==> config.mk <==
export PLATFORM = sky130hd
export DESIGN_NAME = exc_unit
export DESIGN_NICKNAME = d
export VERILOG_FILES = /design/src/rtl/exc_unit.sv
export SDC_FILE = /design/constraint.sdc
export NUM_CORES = 1
export LEC_CHECK = 0
export CORE_MARGIN = 2
export CORE_UTILIZATION = 39
export CTS_CLUSTER_SIZE = 14
export DETAILED_ROUTE_END_ITERATION = 6
export GPL_TIMING_DRIVEN = 0
export PLACE_DENSITY = 0.82
export REMOVE_ABC_BUFFERS = 1
export SLEW_MARGIN = 20
export SYNTH_ARGS = -nofsm -noshare
export SYNTH_HDL_FRONTEND = slang
export SYNTH_SLANG_ARGS = --single-unit
export TNS_END_PERCENT = 100
==> constraint.sdc <==
create_clock -name clk -period 2.12 [get_ports clk]
set_input_delay 0.424 -clock clk [delete_from_list [all_inputs] [get_ports clk]]
set_output_delay 0.424 -clock clk [all_outputs]
set_load 0.01 [all_outputs]
==> src/rtl/exc_unit.sv <==
// Exception arbiter at MEM/WB: picks one winner, drives the cp0 exception port, flushes and redirects fetch.
// Optional taken-exception counter is built only when EXC_STAT_EN is defined.
`ifndef EXC_T_DEFS
`define EXC_T_DEFS
`define ExcT        3:0
`define ExcT_Intr   4'd0
`define ExcT_AdEL1  4'd1
`define ExcT_RI     4'd2
`define ExcT_Ov     4'd3
`define ExcT_SysC   4'd4
`define ExcT_Bp     4'd5
`define ExcT_ERET   4'd6
`define ExcT_AdEL2  4'd7
`define ExcT_AdES   4'd8
`endif

module exc_unit #(
    parameter logic [31:0] VEC_BEV1 = 32'hBFC00380,
    parameter logic [31:0] VEC_BEV0 = 32'h80000180
) (
    input  logic           clk,
    input  logic           rst_n,
    input  logic           mem_valid_i,
    input  logic           mem_stall_i,
    input  logic [31:0]    mem_pc_i,
    input  logic           mem_inslot_i,
    input  logic [7:0]     mem_exc_i,
    input  logic [31:0]    mem_baddr_i,
    input  logic           cp0_intr_req_i,
    input  logic [31:0]    status_i,
    input  logic [31:0]    epc_i,
    input  logic           if_ack_i,
    output logic           cp0_exc_flag_o,
    output logic [`ExcT]   cp0_exc_type_o,
    output logic [31:0]    cp0_pc_o,
    output logic [31:0]    cp0_baddr_o,
    output logic           cp0_inslot_o,
    output logic           flush_o,
    output logic           redirect_valid_o,
    output logic [31:0]    redirect_pc_o,
    output logic           busy_o,
    output logic [31:0]    exc_count_o
);

    typedef enum logic [1:0] {IDLE, FLUSH, HOLD} state_e;

    state_e       state_q, state_d;
    logic         flag_q, flag_d;
    logic         flush_q, flush_d;
    logic         rv_q, rv_d;
    logic         busy_q, busy_d;
    logic [`ExcT] type_q, type_d;
    logic [31:0]  pc_q, pc_d;
    logic [31:0]  baddr_q, baddr_d;
    logic         inslot_q, inslot_d;
    logic [31:0]  rpc_q, rpc_d;

    logic         take_c;
    logic [`ExcT] win_type_c;
    logic [31:0]  win_baddr_c;
    logic         unused_status_c;

    assign unused_status_c = ^{status_i[31:23], status_i[21:0]};

    assign take_c = mem_valid_i & ~mem_stall_i & (state_q == IDLE)
                  & (cp0_intr_req_i | (|mem_exc_i));

    // Fixed-priority winner select; interrupt outranks every synchronous cause
    always_comb begin
        win_type_c  = `ExcT_AdES;
        win_baddr_c = 32'd0;
        if (cp0_intr_req_i) begin
            win_type_c = `ExcT_Intr;
        end else if (mem_exc_i[0]) begin
            win_type_c  = `ExcT_AdEL1;
            win_baddr_c = mem_pc_i;
        end else if (mem_exc_i[1]) begin
            win_type_c = `ExcT_RI;
        end else if (mem_exc_i[2]) begin
            win_type_c = `ExcT_Ov;
        end else if (mem_exc_i[3]) begin
            win_type_c = `ExcT_SysC;
        end else if (mem_exc_i[4]) begin
            win_type_c = `ExcT_Bp;
        end else if (mem_exc_i[5]) begin
            win_type_c = `ExcT_ERET;
        end else if (mem_exc_i[6]) begin
            win_type_c  = `ExcT_AdEL2;
            win_baddr_c = mem_baddr_i;
        end else begin
            win_type_c  = `ExcT_AdES;
            win_baddr_c = mem_baddr_i;
        end
    end

    // Next state and registered outputs
    always_comb begin
        state_d  = state_q;
        flag_d   = 1'b0;
        flush_d  = 1'b0;
        rv_d     = rv_q;
        type_d   = type_q;
        pc_d     = pc_q;
        baddr_d  = baddr_q;
        inslot_d = inslot_q;
        rpc_d    = rpc_q;
        unique case (state_q)
            IDLE: begin
                rv_d = 1'b0;
                if (take_c) begin
                    state_d  = FLUSH;
                    flag_d   = 1'b1;
                    flush_d  = 1'b1;
                    rv_d     = 1'b1;
                    type_d   = win_type_c;
                    pc_d     = mem_pc_i;
                    baddr_d  = win_baddr_c;
                    inslot_d = mem_inslot_i;
                    rpc_d    = (win_type_c == `ExcT_ERET) ? epc_i
                             : (status_i[22] ? VEC_BEV1 : VEC_BEV0);
                end
            end
            FLUSH: begin
                state_d = if_ack_i ? IDLE : HOLD;
                rv_d    = ~if_ack_i;
            end
            HOLD: begin
                if (if_ack_i) begin
                    state_d = IDLE;
                    rv_d    = 1'b0;
                end
            end
            default: begin
                state_d = IDLE;
                rv_d    = 1'b0;
            end
        endcase
        busy_d = (state_d != IDLE);
    end

    always_ff @(posedge clk or negedge rst_n) begin
        if (!rst_n) begin
            state_q  <= IDLE;
            flag_q   <= 1'b0;
            flush_q  <= 1'b0;
            rv_q     <= 1'b0;
            busy_q   <= 1'b0;
            type_q   <= '0;
            pc_q     <= 32'd0;
            baddr_q  <= 32'd0;
            inslot_q <= 1'b0;
            rpc_q    <= 32'd0;
        end else begin
            state_q  <= state_d;
            flag_q   <= flag_d;
            flush_q  <= flush_d;
            rv_q     <= rv_d;
            busy_q   <= busy_d;
            type_q   <= type_d;
            pc_q     <= pc_d;
            baddr_q  <= baddr_d;
            inslot_q <= inslot_d;
            rpc_q    <= rpc_d;
        end
    end

    assign cp0_exc_flag_o   = flag_q;
    assign cp0_exc_type_o   = type_q;
    assign cp0_pc_o         = pc_q;
    assign cp0_baddr_o      = baddr_q;
    assign cp0_inslot_o     = inslot_q;
    assign flush_o          = flush_q;
    assign redirect_valid_o = rv_q;
    assign redirect_pc_o    = rpc_q;
    assign busy_o           = busy_q;

`ifdef EXC_STAT_EN
    logic [31:0] count_q, count_d;

    // Saturating count of taken exceptions; ERET is a return, not an exception
    always_comb begin
        count_d = count_q;
        if (take_c && (win_type_c != `ExcT_ERET) && (count_q != 32'hFFFF_FFFF))
            count_d = count_q + 32'd1;
    end

    always_ff @(posedge clk or negedge rst_n) begin
        if (!rst_n) count_q <= 32'd0;
        else        count_q <= count_d;
    end

    assign exc_count_o = count_q;
`else
    assign exc_count_o = 32'd0;
`endif

endmodule

# After elaboration in Yosys (flattened, before gate mapping)
# Cells that the tools add are included.
# word_totals
output_inout_bits	137
register_bits	106
input_bits	143
word_cells	48
# op_classes
n_eq_ne	4
bitwise_logic	6
muxes	25
n_reduce_logical	4
# ops
operator	n
32-bit two-way mux	8
4-bit two-way mux	8
30-bit two-way mux	1
8-bit OR reduction	1
2-bit two-way mux	3
2-bit case mux with 3 select lines	1
4-bit by 3-bit equality test with 1-bit output (second input constant)	1
1-bit bitwise AND	3
1-bit two-way mux	3
1-bit case mux with 3 select lines	1
2-bit by 1-bit equality test with 1-bit output (second input constant)	1
2-bit equality test (second input constant)	1
2-bit logical NOT	1
2-bit != test (second input constant)	1
1-bit inverter	2
2-bit AND reduction	1
2-bit nonzero test	1
1-bit bitwise OR	1

# Longest topological paths before layout
# depth
ltp_word	10
ltp_mapped	7
depth_no_buf	5

# Worst setup path before layout
# Ideal clock, no wire load.
# synth_timing
path_kind	input to register
start	input mem_exc_i[1]
end	register pc_q[10] (netlist: cp0_pc_o[10])
path_stages	5
required_time_ns	1.995
n_path_buf	1
setup_slack_ns	0.112
setup_time_ns	0.125
arrival_time_ns	1.883
cell_sequence	nor4_4 nand3_1 o21ai_2 buf_2 mux2_2
# synth_via
elab_chain_len	4
# synth_rtl
item	line	text
start: declaration	27	input logic [7:0] mem_exc_i,
8-bit OR reduction	66	& (cp0_intr_req_i | (|mem_exc_i));
1-bit bitwise OR	66	
1-bit bitwise AND	66	
2-bit AND reduction (no line)	--	
end signal: assignment	160	pc_q <= pc_d;
end: declaration	53	logic [31:0] pc_q, pc_d;
# No other way between the ends.
# A chain may end at the register's enable or synchronous reset.

# Final worst setup path
# layout_timing
start	input mem_stall_i
end	register rpc_q[8] (netlist: redirect_pc_o[8])
# layout_via
elab_chain_len	5
# layout_rtl
item	line	text
start: declaration	24	input logic mem_stall_i,
1-bit inverter	65	assign take_c = mem_valid_i & ~mem_stall_i & (state_q == IDLE)
1-bit bitwise AND (2 in series)	65	
1-bit bitwise AND	66	
2-bit AND reduction (no line)	--	
end signal: assignment	163	rpc_q <= rpc_d;
end: declaration	56	logic [31:0] rpc_q, rpc_d;
# No other way between the ends.

==> out/metrics.yaml <==
critical_path:
  regToRegEndpoint: "redirect_pc_o[8]$_DFFE_PN0P_"
  cp_slowest_cell: "clkdlybuf4s50_1"
  worstSetupPathType: "input port to flip-flop"
  end_kind: "flip-flop"
  ff2ff_path_depth: 6
  cp.arrival_ns: 2.28
  critPathLaunchType: "input port"
  crit_chain: "clkdlybuf4s50_1, nor4b_2, o21ai_4, buf_16, inv_8, buf_16, mux2_1"
  worstPathRequired_ns: 2.34
  crit_fanout: 26
  regToRegSetupSlack_ns: 0.10
  crit_path_frequent_cell: "buf_16"
  rr_startpoint: "state_q[1]$_DFF_PN0_"
  worstPathBufferInverterCount: 4
  slowest_delay_ns: 0.41
  cp_top_family: "buffers and inverters"
global_routing:
  grt_max_degree: 65
  use_met2_pct: 35.9
  grtUsageTotal_pct: 20.2
  antenna_found_initial: 0
  grt.met3_usage_pct: 5.81
  grt_pass1_vias: 4066
  globalRouteOverflowTotal: 0
  grtUsageMet1_pct: 23.1
  grt.busiest_layer: "met2"
  grt_pass1_wl_um: 21000
yosys:
  synth_cell_types: 28
  ys_warn_count: 0
  async_flop_share_pct: 100
  synth_common_cells: "dfrtp_1, mux2_1, nor2_1"
  synth_enable_flop_cells: 0
  syn_avg_cell_area_sq_um: 11.7
  syn_inst: 422
  netlist_area_sq_um: 4940
  netlist.area_leader.share_pct: 53.7
  synth.most_common_cell: "dfrtp_1"
  seq_area_frac_synth_pct: 53.7
  synth.area.top_cells: "dfrtp_1, mux2_1, mux2_2"
  synth_seq_cells: 106
  synth_top_area_cell: "dfrtp_1"
  ys_dominant_reg_cell: "dfrtp_1"
sta:
  hold_viol: 0
  period_needed_ns: 2.05
  max_freq_mhz: 487
  slew_headroom_pct: 43.3
  period_share_pct: 96.9
  slew_violations: 0
  skew_ns: 0.00664
  setup_viol: 0
  worst_slack_ns: 0.0656
  worst_pin_slew_ns: 0.846
  grt_setup_unrepaired: "no"
pwr:
  p_per_area_nw_per_um2: 771
  max-vdd-ir-drop_v: 0.000463
  total_power_mw: 5.94
  p_leak_nw: 3.30
clock_tree:
  clockBufferDepth: 2
  clock_sinks: 106
  cts_root_buf: "clkbuf_16"
  cts_tree: "yes"
  cts-buffers-inserted: 9
  clkTransAtPathRegs_ns: 0.07
  cts.htree.levels: 3
  insertion_delay_ns: 0.34
route:
  ant_nets: 0
  drt-initial-drc-count: 153
  vias_per_cell: 4.94
  drc_errors: 0
  wire_per_inst_um: 17.2
  dr.pass1.iters: 4
  routed_wirelength_um: 13900
  num_vias: 4002
final_layout:
  diodes: 0
  drive_gt1_share_pct: 11.4
  nets: 776
  final_area_sq_um: 7700
  syn_to_final_growth_pct: 55.9
floorplan:
  pin_count: 280
  die_h_um: 117
  start_util_pct: 39.5
  die_w_um: 117
  core-area_sq_um: 12500
  dieArea_sq_um: 13600
  rows: 41
placement:
  portBuffers: 216
  place_area_sq_um: 7240
  gp_congestion: 0.729
  dp_hpwl_um: 10000
  dpl_worst_slack_ns: -1.19
run:
  max_cap_viol_count: 0
hold_path:
  hp-class: "input port to asynchronous set/reset pin"
run_status:
  outcome: "complete, no violations"
[area by class of cell]
| class | count | area (sq um) |
|---|---|---|
| fill | 1011 | 4820 |
| sequential | 106 | 2650 |
| timing repair buffer | 229 | 2400 |
| multi-input combinational | 252 | 1950 |
| clock buffer | 9 | 225 |
| tap | 172 | 215 |
| inverter | 35 | 139 |
| clock inverter | 7 | 125 |
[where the power goes]
group | switching (mW) | internal [mW] | total [mW]
registers | 0.148 | 2.31 | 2.46
logic | 0.619 | 0.944 | 1.56
clock network | 0.755 | 1.16 | 1.92
total | 1.52 | 4.42 | 5.94
[cells in the final DEF, fill, tap and decap left out, types with 2 or more instances in the layout]
cell | Yosys | layout
a21oi_1 | 11 | 11
a32oi_1 | 32 | 32
buf_16 | 0 | 4
buf_4 | 33 | 5
buf_6 | 0 | 3
bufbuf_16 | 0 | 2
bufinv_16 | 0 | 3
clkbuf_16 | 0 | 9
clkdlybuf4s50_1 | 0 | 208
clkinv_4 | 0 | 3
conb_1 | 1 | 32
dfrtp_1 | 106 | 106
dlygate4sd2_1 | 0 | 5
inv_1 | 34 | 34
mux2_1 | 39 | 39
mux2_2 | 32 | 32
mux2i_1 | 30 | 30
nand2_1 | 21 | 21
nand2b_1 | 4 | 4
nor2_1 | 36 | 33
nor2_2 | 0 | 2
nor2b_1 | 2 | 2
o21ai_0 | 2 | 2
[what timing repair did]
item | CTS | global route
cloned | 2 | 0
endpoints found under the setup margin | 103 | 37
setup buffers | 3 | 0
pin swaps | 3 | 1
hold endpoints to repair | 0 | 0
resized for setup | 12 | 2
hold buffers | 0 | 0
[stage by stage]
step	setup TNS [ns]	utilization, %	hold WS (ns)	instances
after global routing	0	61.5	0.116	810
final	0	61.5	0.0710	810
after floorplan	-173.36	-	0.128	393
after CTS	0	61.5	0.0854	810
after global placement	-780.27	56.5	0.467	781
after detailed placement	-91.62	57.8	0.463	789
[worst max-delay path by stage]
stage | from | to | slack, ns | cells after the start
6_report | mem_stall_i | redirect_pc_o[8]$_DFFE_PN0P_ | 0.07 | 7
5_1_grt | mem_valid_i | redirect_pc_o[10]$_DFFE_PN0P_ | 0.003 | 7
4_1_cts | mem_stall_i | redirect_pc_o[8]$_DFFE_PN0P_ | 0.001 | 7
3_5_place_dp | mem_exc_i[1] | redirect_pc_o[8]$_DFFE_PN0P_ | -1.19 | 8
3_3_place_gp | mem_exc_i[1] | cp0_baddr_o[15]$_DFFE_PN0P_ | -4.78 | 6
2_1_floorplan | mem_exc_i[1] | cp0_baddr_o[0]$_DFFE_PN0P_ | -2.06 | 5
[cell families (layout without fill, tap and decap cells)]
group,count (synthesis),count (layout),share of synthesized area [%]
DFF,106,106,53.7
muxes,101,101,22.3
AOI/OAI and AO/OA,48,48,7.47
and+or+nand+nor,70,70,6.33
buffers and inverters,95,280,10.0
other,1,32,0.0759
xor gates and xnor gates,1,1,0.177
[flip-flops by register name, indices dropped and copies added, names as in the netlist]
register and flops:
cp0_baddr_o 32, cp0_pc_o 32, redirect_pc_o 32, cp0_exc_type_o 4, state_q 2, busy_o 1, cp0_inslot_o 1, flush_o 1
redirect_valid_o 1
[routing by layer]
layer  wire [um]  vias up
li1            -     1814
met1        5310     1995
met2        7190      175
met3        1180       18
met4         244        0
met5           0        -
No activity file was read; power rests on OpenSTA's default activity.
